**config.mk**
```make
export PLATFORM = sky130hd
export DESIGN_NAME = rst_sync_down_timer
export DESIGN_NICKNAME = d
export VERILOG_FILES = /design/src/rtl/rst_sync_down_timer.sv
export SDC_FILE = /design/constraint.sdc
export NUM_CORES = 1
export LEC_CHECK = 0
export CORE_MARGIN = 3
export CORE_UTILIZATION = 43
export CTS_BUF_LIST = sky130_fd_sc_hd__clkbuf_4 sky130_fd_sc_hd__clkbuf_8
export DETAILED_ROUTE_END_ITERATION = 6
export PLACE_DENSITY = 0.75
export SETUP_SLACK_MARGIN = 0.5
export SYNTH_ARGS = -nofsm -noshare
export SYNTH_HDL_FRONTEND = slang
export SYNTH_SLANG_ARGS = --single-unit
```
**constraint.sdc**
```tcl
create_clock -name clk -period 1.7 [get_ports clk]
set_clock_uncertainty 0.15 [all_clocks]
set_input_delay 0.425 -clock clk [delete_from_list [all_inputs] [get_ports clk]]
set_output_delay 0.425 -clock clk [all_outputs]
set_load 0.02 [all_outputs]
```
**src/rtl/rst_sync_down_timer.sv**
```systemverilog
// -----------------------------------------------------------------------------
// rst_sync_down_timer
//
// Loadable down-counting timer. It is the count-down companion of the
// free-running synchronous up counter. A start value is accepted over a
// valid/ready handshake while the timer is idle. The count then decrements
// once every PRESCALE un-paused cycles, and done pulses for one cycle on the
// terminal step. With auto_reload set, the timer restarts from the stored
// load value and produces periodic ticks.
//
// Parameters
//   WIDTH     width of count and load value
//   PRESCALE  clk cycles per decrement, legal range 1..256
//
// Ports
//   clk          clock; all logic on the rising edge
//   rst          synchronous reset, active low
//   load_valid   load request
//   load_ready   high while IDLE (decode of the state register)
//   load_value   start value, sampled on handshake
//   auto_reload  sampled at each terminal step; 1 = restart from stored value
//   pause        freezes prescaler and count while high (RUN only)
//   abort        cancels a running count without a done pulse
//   count        remaining value, registered
//   busy         high in RUN
//   done         single-cycle registered pulse on terminal step or zero load
// -----------------------------------------------------------------------------
module rst_sync_down_timer #(
   parameter int WIDTH    = 4,
   parameter int PRESCALE = 1
) (
   input  logic             clk,
   input  logic             rst,
   input  logic             load_valid,
   output logic             load_ready,
   input  logic [WIDTH-1:0] load_value,
   input  logic             auto_reload,
   input  logic             pause,
   input  logic             abort,
   output logic [WIDTH-1:0] count,
   output logic             busy,
   output logic             done
);

   // The prescaler needs at least one bit, even when PRESCALE is 1.
   localparam int PW = (PRESCALE > 1) ? $clog2(PRESCALE) : 1;
   localparam logic [PW-1:0] PRE_LAST = PW'(PRESCALE - 1);

   localparam logic [0:0] ST_IDLE = 1'b0;
   localparam logic [0:0] ST_RUN  = 1'b1;

   logic [0:0]       state_reg  = ST_IDLE;
   logic [WIDTH-1:0] count_reg  = '0;
   logic [WIDTH-1:0] reload_reg = '0;
   logic [PW-1:0]    pre_reg    = '0;
   logic             done_reg   = 1'b0;

   logic [0:0]       state_next;
   logic [WIDTH-1:0] count_next;
   logic [WIDTH-1:0] reload_next;
   logic [PW-1:0]    pre_next;
   logic             done_next;

   logic             step;

   assign step = (pre_reg == PRE_LAST);

   always_comb begin
      state_next  = state_reg;
      count_next  = count_reg;
      reload_next = reload_reg;
      pre_next    = pre_reg;
      done_next   = 1'b0;

      case (state_reg)
         ST_IDLE: begin
            // abort and pause have no effect here; only a load moves us.
            if (load_valid) begin
               if (load_value != '0) begin
                  count_next  = load_value;
                  reload_next = load_value;
                  pre_next    = '0;
                  state_next  = ST_RUN;
               end else begin
                  // A zero load expires immediately.
                  count_next = '0;
                  done_next  = 1'b1;
               end
            end
         end

         default: begin
            if (abort) begin
               // abort wins over pause and over a coincident terminal step.
               count_next = '0;
               pre_next   = '0;
               state_next = ST_IDLE;
            end else if (!pause) begin
               if (step) begin
                  pre_next = '0;
                  if (count_reg == WIDTH'(1)) begin
                     done_next = 1'b1;
                     if (auto_reload) begin
                        // Reload directly so count never shows zero.
                        count_next = reload_reg;
                     end else begin
                        count_next = '0;
                        state_next = ST_IDLE;
                     end
                  end else begin
                     // In RUN count is never zero, so this cannot underflow.
                     count_next = count_reg - WIDTH'(1);
                  end
               end else begin
                  pre_next = pre_reg + PW'(1);
               end
            end
         end
      endcase
   end

   always_ff @(posedge clk) begin
      if (!rst) begin
         state_reg  <= ST_IDLE;
         count_reg  <= '0;
         reload_reg <= '0;
         pre_reg    <= '0;
         done_reg   <= 1'b0;
      end else begin
         state_reg  <= state_next;
         count_reg  <= count_next;
         reload_reg <= reload_next;
         pre_reg    <= pre_next;
         done_reg   <= done_next;
      end
   end

   assign load_ready = (state_reg == ST_IDLE);
   assign busy       = (state_reg == ST_RUN);
   assign count      = count_reg;
   assign done       = done_reg;

endmodule

```
==> flow_summary.toml, run 1 <==
[die]
design.core.area_um2 = 1190
die_area_um2 = 1840
start_util_pct = 49.5
num_rows = 12
die_y_um = 42.9
dieWidth_um = 42.9
num_io_pins = 17

[yosys]
synth_seq_cells = 10
netlist_instances = 64
synth_area_um2 = 587
yosys_warnings = 0
yosysUniqueCellTypes = 28
syn_nets = 76
syn_area_per_cell_um2 = 9.17
sequential_area_share_after_synthesis_pct = 34.1

[pwr]
power.share.sequential_pct = 37.5
swShare_pct = 30.7
proportion_of_power_drawn_by_combinational_gates_pct = 35.3
intPower_uw = 502
p_clk_share_pct = 27.2
switchingPower_uw = 222
worst_ir_drop_vdd_v = 0.000522
power_uw = 725
power-per-cell-area_nw_per_um2 = 755
p_leak_uw = 0.000416

[setup_path]
critical-path-max-stage-delay_ns = 0.43
cpLargestDelayFamily = "simple AND/OR/NAND/NOR gates"
critical_path_arrival_ns = 1.64
worst-endpoint-required_ns = 1.71
setup.worst_path.start_class = "flop"
critPathKind = "flop to flop"
worst_path_max_delay_cell = "or3b_4"
worstPathCellList = "inv_4 -> ha_4 -> or3b_4 -> nor3_1 -> nor2_1 -> o21a_1"
worst_path_buffer_plus_inverter_count = 1
setup.worst_path.end_class = "flop"
crit_path_max_fanout = 6

[global_routing]
grtUsageMet1_pct = 21.3
grt_use_total_pct = 19.7
grtUsageMet3_pct = 7.63
globalRoute.busiestLayer = "met2"
global_route.overflow_total = 0
global_route_wire_length_before_repair_um = 2720
globalRouteMet2Util_pct = 33.8
grt_start_max_net_pins = 11
grt_antenna_before_repair = 0
first_global_vias = 645

[sta]
unrepaired_setup_endpoints_after_global_routing = "true"
final_hold_violation_count = 0
slew_headroom_pct = 76.5
max_freq_mhz = 612
finalHoldWorstSlack_ns = 0.386
worst-slew-pin-transition_ns = 0.351
finalMaxSlewViolations = 0
timing.final.crit_period_ns = 1.63
final-setup-viol-count = 0
final_min_period_over_clock_period_pct = 96.0

[clock_network]
numCtsBuffers = 3
clockRootBuffer = "clkbuf_4"
clock_sinks = 10
clk_pin_slew_ns = 0.08
cts_max_path_buffers = 2
cts_hold_repair.buffers = 0
worstSkewPairLatency_ns = 0.28
cts_tree = "yes"
h_tree_level_count = 1

[cells_and_area]
final_design_area_no_fill_um2 = 960
antennaDiodeCount = 0
final_nets = 110
layout.cells.most_common_list = "buf_4, buf_6, o21a_1, nor2b_1, dfxtp_1"
layout.cells.most_common = "buf_4"
area_growth_pct = 63.5
fill_cells = 82
layout.cells.non_filler = 111
drive_above_1_share_pct = 52.6

[route]
dr_total_vias = 616
detail_route.drc_violations = 0
totalWireLength_um = 1620
drtPass1Iterations = 4
drt_first_iter_violations = 12
post_drt_via_cell_ratio = 5.55
routed_wire_per_std_cell_um = 14.6
detail-route-antenna-nets = 0

[place]
place.gp.congestion = 0.834
dp_cells = 104
detailedPlacementHpwl_um = 1120
dpl-instance-area_um2 = 867
place.port_buffers = 16

[worst_hold_path]
timing.hold.worst.class = "input port to flop"

[flow_run]
timing.max_cap.violations = 0

[outcome]
outcome = "completed"
## cell usage after synthesis
master,number,area share [%]
nor2b_4,1,2.3
or4_1,1,1.3
inv_1,5,3.2
or2b_4,1,1.9
a21oi_1,5,4.3
nor3b_1,1,1.3
mux2i_1,4,6.8
nor3_1,2,1.7
a2111oi_0,1,1.5
or3b_1,1,1.5
o21bai_1,1,1.3
buf_2,1,0.85
nand3_1,2,1.7
and2_1,1,1.1
dfxtp_1,10,34
o32ai_1,1,1.5
o21ai_0,1,0.85
o21a_1,5,6.4
o221a_2,4,7.7
nand2b_1,2,2.1
nor2_1,1,0.64
nand2_1,2,1.3
nor4_1,1,1.1
nor4b_1,1,1.5
ha_1,2,4.3
nor2b_1,5,5.3
buf_6,1,1.9
buf_1,1,0.64
## power by group through the flow
stage / Clock (uW) / Combinational (uW) / Sequential (uW)
global route: 217 / 275 / 275
floorplan: 0 / 102 / 293
finish: 197 / 256 / 272
detailed placement: 0 / 223 / 273
CTS: 204 / 234 / 271
global placement: 0 / 220 / 272
## layer usage
metal | vias to the layer above | part of all wire [%]
met5 | - | 0
met4 | 0 | 1.7
met3 | 4 | 6.2
met2 | 25 | 52
met1 | 289 | 40
li1 | 298 | -
## final cells by class
cell class	instances	area [um^2]	area share (%)
clock buffers	4	30.0	3.13
inverters	5	21.3	2.22
multi-input cells	46	395	41.2
flip-flops and latches	10	214	22.3
well taps	14	17.5	1.83
repair buffers	32	282	29.3
## kinds of logic after synthesis
family	count (synthesis)	synth area share [%]
AOI/OAI and AO/OA	18	23.5
and+or+nand+nor	22	24.7
muxes	4	6.82
buffers and inverters	8	6.61
adders and majority gates	2	4.26
DFF	10	34.1
## worst paths after layout
| check | startpoint | end | slack [ns] | cells after the start |
|---|---|---|---|---|
| hold reg to reg | reload_reg[1]$_SDFFE_PN0P_ | reload_reg[1]$_SDFFE_PN0P_ | 0.39 | 2 |
| hold / removal | load_value[3] | reload_reg[3]$_SDFFE_PN0P_ | 0.39 | 4 |
| setup / recovery | count[1]$_SDFFE_PN0P_ | busy$_SDFF_PN0_ | 0.07 | 6 |
| setup reg to reg | count[1]$_SDFFE_PN0P_ | busy$_SDFF_PN0_ | 0.07 | 6 |
## worst register-to-register path: stages, from the launching register on
cell	delay, ns
dfxtp_4	0.35
inv_4	0.06
ha_4	0.13
or3b_4	0.43
nor3_1	0.15
nor2_1	0.07
o21a_1	0.18
## repair_timing
action                                  4_1_cts  5_1_grt
endpoints found under the setup margin       17       17
buffers inserted                              3        0
gates resized for setup                      58       12
pin swaps                                     3        2
## per-stage QoR
| step | TNS (ns) | utilization [%] | setup WS, ns |
|---|---|---|---|
| after global placement | -2.37 | 73.1 | -0.315 |
| after floorplan | 0 | - | 0.0177 |
| final | 0 | 80.9 | 0.0672 |
| after detailed placement | -2.62 | 73.1 | -0.351 |
| after CTS | 0 | 78.2 | 0.0846 |
| after global routing | 0 | 80.9 | 0.0213 |
No activity file was read; power rests on OpenSTA's default activity.
==> inputs of run 2 (changes only) <==
ABC_CLOCK_PERIOD_IN_PS = 1700   (was unset)
SKIP_CTS_REPAIR_TIMING = 1   (was unset)
==> flow_summary.toml, run 2 (synthesis gave the netlist of run 1 again) <==
[route]
drt_first_iter_violations = 4
drtPass1Iterations = 4
routed_wire_per_std_cell_um = 14.0
met2_wirelength_um = 784
dr_total_vias = 589
detail_route.drc_violations = 0
post_drt_via_cell_ratio = 5.45
detail_route.wirelength.met1_um = 641
totalWireLength_um = 1510
wl_met3_um = 77
highest-signal-layer = "met4"
detail-route-antenna-nets = 0

[setup_path]
setup.worst_path.end_class = "flop"
worstReg2RegStart = "count[1]$_SDFFE_PN0P_"
worst-endpoint-required_ns = 1.72
cpLargestDelayFamily = "simple AND/OR/NAND/NOR gates"
reg2reg_depth = 6
worstReg2RegEnd = "count[3]$_SDFFE_PN0P_"
worst_path_buffer_plus_inverter_count = 1
critical_path_arrival_ns = 1.65
worst_path_max_delay_cell = "or3b_4"
critical-path-max-stage-delay_ns = 0.43
timing.reg2reg.setup_slack_ns = 0.07
crit_path_max_fanout = 6
setup.worst_path.start_class = "flop"
critPathKind = "flop to flop"
worstPathCellList = "inv_4 -> ha_4 -> or3b_4 -> a21oi_2 -> nor4_1 -> o221a_2"

[place]
place.gp.congestion = 0.834
dpl-instance-area_um2 = 867
place.port_buffers = 16
detailedPlacementHpwl_um = 1120

[sta]
worst-slew-pin-transition_ns = 0.332
unrepaired_setup_endpoints_after_global_routing = "true"
max_freq_mhz = 615
final_hold_violation_count = 0
final_min_period_over_clock_period_pct = 95.7
final-setup-viol-count = 0
timing.final.crit_period_ns = 1.63
finalHoldWorstSlack_ns = 0.360
finalMaxSlewViolations = 0
slew_headroom_pct = 77.8

[worst_hold_path]
timing.hold.worst.class = "input port to flop"
hold_path.startpoint = "load_value[1]"
worstHoldEndpoint = "reload_reg[1]$_SDFFE_PN0P_"
hold_critical_path_depth = 4

[die]
num_io_pins = 17
dieWidth_um = 42.9
die_y_um = 42.9
start_util_pct = 49.5
design.core.area_um2 = 1190
num_rows = 12
die_area_um2 = 1840

[clock_network]
cts_tree = "yes"
worstSkewPairLatency_ns = 0.28
clk_pin_slew_ns = 0.08
clockRootBuffer = "clkbuf_4"
cts_max_path_buffers = 2
numCtsBuffers = 3
clock_sinks = 10
h_tree_level_count = 1

[cells_and_area]
final_design_area_no_fill_um2 = 935
final_core_utilization_pct = 78.8
layout.cells.most_common_list = "buf_4, o21a_1, nor2b_1, dfxtp_1, buf_6"
area_growth_pct = 59.3
drive_above_1_share_pct = 51.1
layout.cells.most_common = "buf_4"
final_nets = 107
antennaDiodeCount = 0

[pwr]
p_leak_uw = 0.000429
power-per-cell-area_nw_per_um2 = 761
power_uw = 711
worst_ir_drop_vdd_v = 0.000533

[global_routing]
global_route.overflow_total = 0
first_global_vias = 605
global_route_wire_length_before_repair_um = 2540
grt_antenna_before_repair = 0
grt_use_total_pct = 18.4
grt_start_max_net_pins = 11

[flow_run]
timing.max_cap.violations = 0

[outcome]
outcome = "completed"
==> run 2: power by group <==
part	internal [uW]	switching, uW	leakage, uW
combinational	132	109	0.000325
sequential	254	17.2	0.0000851
clock	107	91.6	0.0000184
total	493	218	0.000429
==> run 2: final cells by class <==
cell class | instances | area (um^2)
multi-input cells | 46 | 395
well taps | 14 | 17.5
inverters | 5 | 21.3
fillers | 89 | 251
flip-flops and latches | 10 | 214
clock buffers | 4 | 30.0
repair buffers | 29 | 256
==> run 2: metrics by stage <==
| step | TNS, ns | setup WS [ns] | cells |
|---|---|---|---|
| after global placement | -2.37 | -0.315 | 104 |
| after detailed placement | -2.62 | -0.351 | 104 |
| final | 0 | 0.0737 | 108 |
| after floorplan | 0 | 0.0177 | 64 |
| after CTS | -1.13 | -0.231 | 108 |
| after global routing | 0 | 0.0207 | 108 |
==> run 2: worst max path at each step <==
stage / startpoint / endpoint / slack, ns / depth (start not counted)
after global routing: count[1]$_SDFFE_PN0P_ / busy$_SDFF_PN0_ / 0.02 / 6
after global placement: load_value[0] / reload_reg[0]$_SDFFE_PN0P_ / -0.32 / 5
after detailed placement: load_value[0] / reload_reg[2]$_SDFFE_PN0P_ / -0.35 / 5
after CTS: count[1]$_SDFFE_PN0P_ / count[1] / -0.23 / 2
after floorplan: count[1]$_SDFFE_PN0P_ / count[2]$_SDFFE_PN0P_ / 0.02 / 7
final: count[1]$_SDFFE_PN0P_ / count[3]$_SDFFE_PN0P_ / 0.07 / 6
==> run 2: per-layer routing <==
metal | global-route usage (%) | vias up
met3 | 7.63 | 2
met4 | 5.42 | 0
met1 | 20.1 | 279
met5 | 0 | -
li1 | - | 293
met2 | 32.0 | 15
==> run 2: worst min-delay path, delay by kind of cell <==
family	cells	cell delay, ns
multiplexers	1	0.06
AND/OR/NAND/NOR	1	0.10
buffers and inverters	2	0.16
==> inputs of run 3 (changes only) <==
ABC_AREA = 1   (was unset)
CORE_UTILIZATION = 44   (was 43)
==> flow_summary.toml, run 3 <==
[pwr]
swShare_pct = 34.2
p_clk_share_pct = 29.4
switchingPower_uw = 264
power-per-cell-area_nw_per_um2 = 715
proportion_of_power_drawn_by_combinational_gates_pct = 35.4
power.share.sequential_pct = 35.2
intPower_uw = 508
worst_ir_drop_vdd_v = 0.000410
p_leak_uw = 0.000559

[cells_and_area]
final_nets = 143
antennaDiodeCount = 0
layout.cells.most_common_list = "nand2_1, nand3_1, nor2_1, dlymetal6s2s_1, buf_4"
drive_above_1_share_pct = 43.1
fill_cells = 94
layout.cells.most_common = "nand2_1"
area_growth_pct = 67.2
final_design_area_no_fill_um2 = 1080
final_core_utilization_pct = 81.0

[route]
totalWireLength_um = 1820
drtPass1Iterations = 6
post_drt_via_cell_ratio = 5.21
routed_wire_per_std_cell_um = 12.5
drt_first_iter_violations = 37
dr_total_vias = 756
detail_route.drc_violations = 0
detail-route-antenna-nets = 0

[setup_path]
worstReg2RegEnd = "count[1]$_SDFFE_PN0P_"
setup.worst_path.end_class = "output port"
setup.worst_path.start_class = "flop"
timing.reg2reg.setup_slack_ns = 0.39
crit_path_max_fanout = 4
worst-endpoint-required_ns = 1.12
worstReg2RegStart = "busy$_SDFF_PN0_"
critPathKind = "flop to output port"
critical_path_arrival_ns = 0.82
reg2reg_depth = 8

[global_routing]
grt_start_max_net_pins = 9
grt_use_total_pct = 18.1
grt_antenna_before_repair = 0
first_global_vias = 625
global_route_wire_length_before_repair_um = 2530
global_route.overflow_total = 0

[clock_network]
clockRootBuffer = "clkbuf_4"
worstSkewPairLatency_ns = 0.27
h_tree_level_count = 1
cts_tree = "yes"
numCtsBuffers = 3
cts_max_path_buffers = 2
clock_sinks = 10
clk_pin_slew_ns = 0.07

[yosys]
netlist_instances = 101
yosys_warnings = 0
synth_top_cells_by_count = "nand2_1, nand3_1, inv_1, nor2_1, dfxtp_1"
synth_seq_cells = 10
sequential_area_share_after_synthesis_pct = 31.0
synth.area.top_cells = "dfxtp_1, nand2_1, nand3_1"
syn_area_per_cell_um2 = 6.39
synth_area_um2 = 646
yosys.area.top_type = "dfxtp_1"
synth_edf_count = 0
syn_nets = 113
synthMostInstantiatedCell = "nand2_1"
yosys_most_used_dff = "dfxtp_1"
yosysUniqueCellTypes = 15
synthArstFlopShare_pct = 0
synth.top_cell.area_share_pct = 31.0

[worst_hold_path]
timing.hold.worst.class = "flop to flop"
worstHoldEndpoint = "reload_reg[2]$_SDFFE_PN0P_"
hold_critical_path_depth = 2
hold_path.startpoint = "reload_reg[2]$_SDFFE_PN0P_"

[place]
pre_cts_ws_ns = -0.0423
place.gp.congestion = 0.772
place.port_buffers = 16
dpl-instance-area_um2 = 901
detailedPlacementHpwl_um = 1200

[sta]
post-route-worst-setup-slack_ns = 0.308
max_freq_mhz = 718
worst-slew-pin-transition_ns = 0.268
timing.final.crit_period_ns = 1.39
slew_headroom_pct = 82.1
finalHoldWorstSlack_ns = 0.332
unrepaired_setup_endpoints_after_global_routing = "true"
finalMaxSlewViolations = 0
final-setup-viol-count = 0
final_hold_violation_count = 0
finalSetupTns_ns = 0
final_min_period_over_clock_period_pct = 81.9

[die]
die_area_um2 = 1960
dieWidth_um = 44.3
start_util_pct = 48.4
design.core.area_um2 = 1330
die_y_um = 44.3
num_rows = 13
num_io_pins = 17

[flow_run]
timing.max_cap.violations = 0

[outcome]
outcome = "completed"
==> run 3: cell types whose count changed in the layout (fill, tap and decap cells not counted), sizes merged, moves of 5 or more <==
cell          change
nand3            +12
nor2b             -6
dlymetal6s2s      +6
o21a              -5
nor2             +12
a21oi             +5
inv               +9
nand2            +32
==> run 3: metrics by stage <==
| step | total power (uW) | instances |
|---|---|---|
| final | 772 | 145 |
| after global routing | 819 | 145 |
| after CTS | 730 | 142 |
| after detailed placement | 503 | 138 |
| after global placement | 501 | 138 |
| after floorplan | 415 | 101 |
==> run 3: worst max-delay path by stage <==
stage	startpoint	endpoint	slack, ns
2_1_floorplan	count[1]$_SDFFE_PN0P_	count[3]$_SDFFE_PN0P_	0.47
3_3_place_gp	load_value[3]	reload_reg[3]$_SDFFE_PN0P_	-0.03
3_5_place_dp	load_value[3]	reload_reg[3]$_SDFFE_PN0P_	-0.04
4_1_cts	busy$_SDFF_PN0_	load_ready	-0.19
5_1_grt	busy$_SDFF_PN0_	load_ready	0.27
6_report	busy$_SDFF_PN0_	load_ready	0.31
==> run 3: layer usage <==
layer	track usage [%]	part of all wire, %	vias up
li1	-	-	376
met1	20.9	40	345
met2	29.7	53	28
met3	6.10	4.7	7
met4	9.04	2.3	0
met5	0	0	-
==> run 3: logic make-up (layout without fill, tap and decap cells) <==
family | after synthesis | after routing | synth area share [%]
and+or+nand+nor | 63 | 63 | 45.4
adders and majority gates | 2 | 2 | 3.88
buffers and inverters | 15 | 44 | 8.91
AOI/OAI and AO/OA | 11 | 11 | 10.9
DFF | 10 | 10 | 31.0
==> run 3: final cells by class <==
| class | count | area [um^2] | share of cell area [%] |
|---|---|---|---|
| clock buffer | 4 | 36.3 | 3.36 |
| inverter | 14 | 55.1 | 5.10 |
| multi-input combinational | 76 | 475 | 44.0 |
| sequential | 10 | 218 | 20.2 |
| tap | 15 | 18.8 | 1.74 |
| timing repair buffer | 26 | 277 | 25.6 |
==> run 3: power by group through the flow <==
stage	Sequential, uW	Combinational (uW)	Clock, uW
2_1_floorplan	289	126	0
3_3_place_gp	275	226	0
3_5_place_dp	275	228	0
4_1_cts	269	230	230
5_1_grt	275	301	243
6_report	272	273	227
==> run 3: worst max-delay path, cell delays in order (launching register included) <==
cell	delay, ns
dfxtp_4	0.38
inv_2	0.04
buf_6	0.12
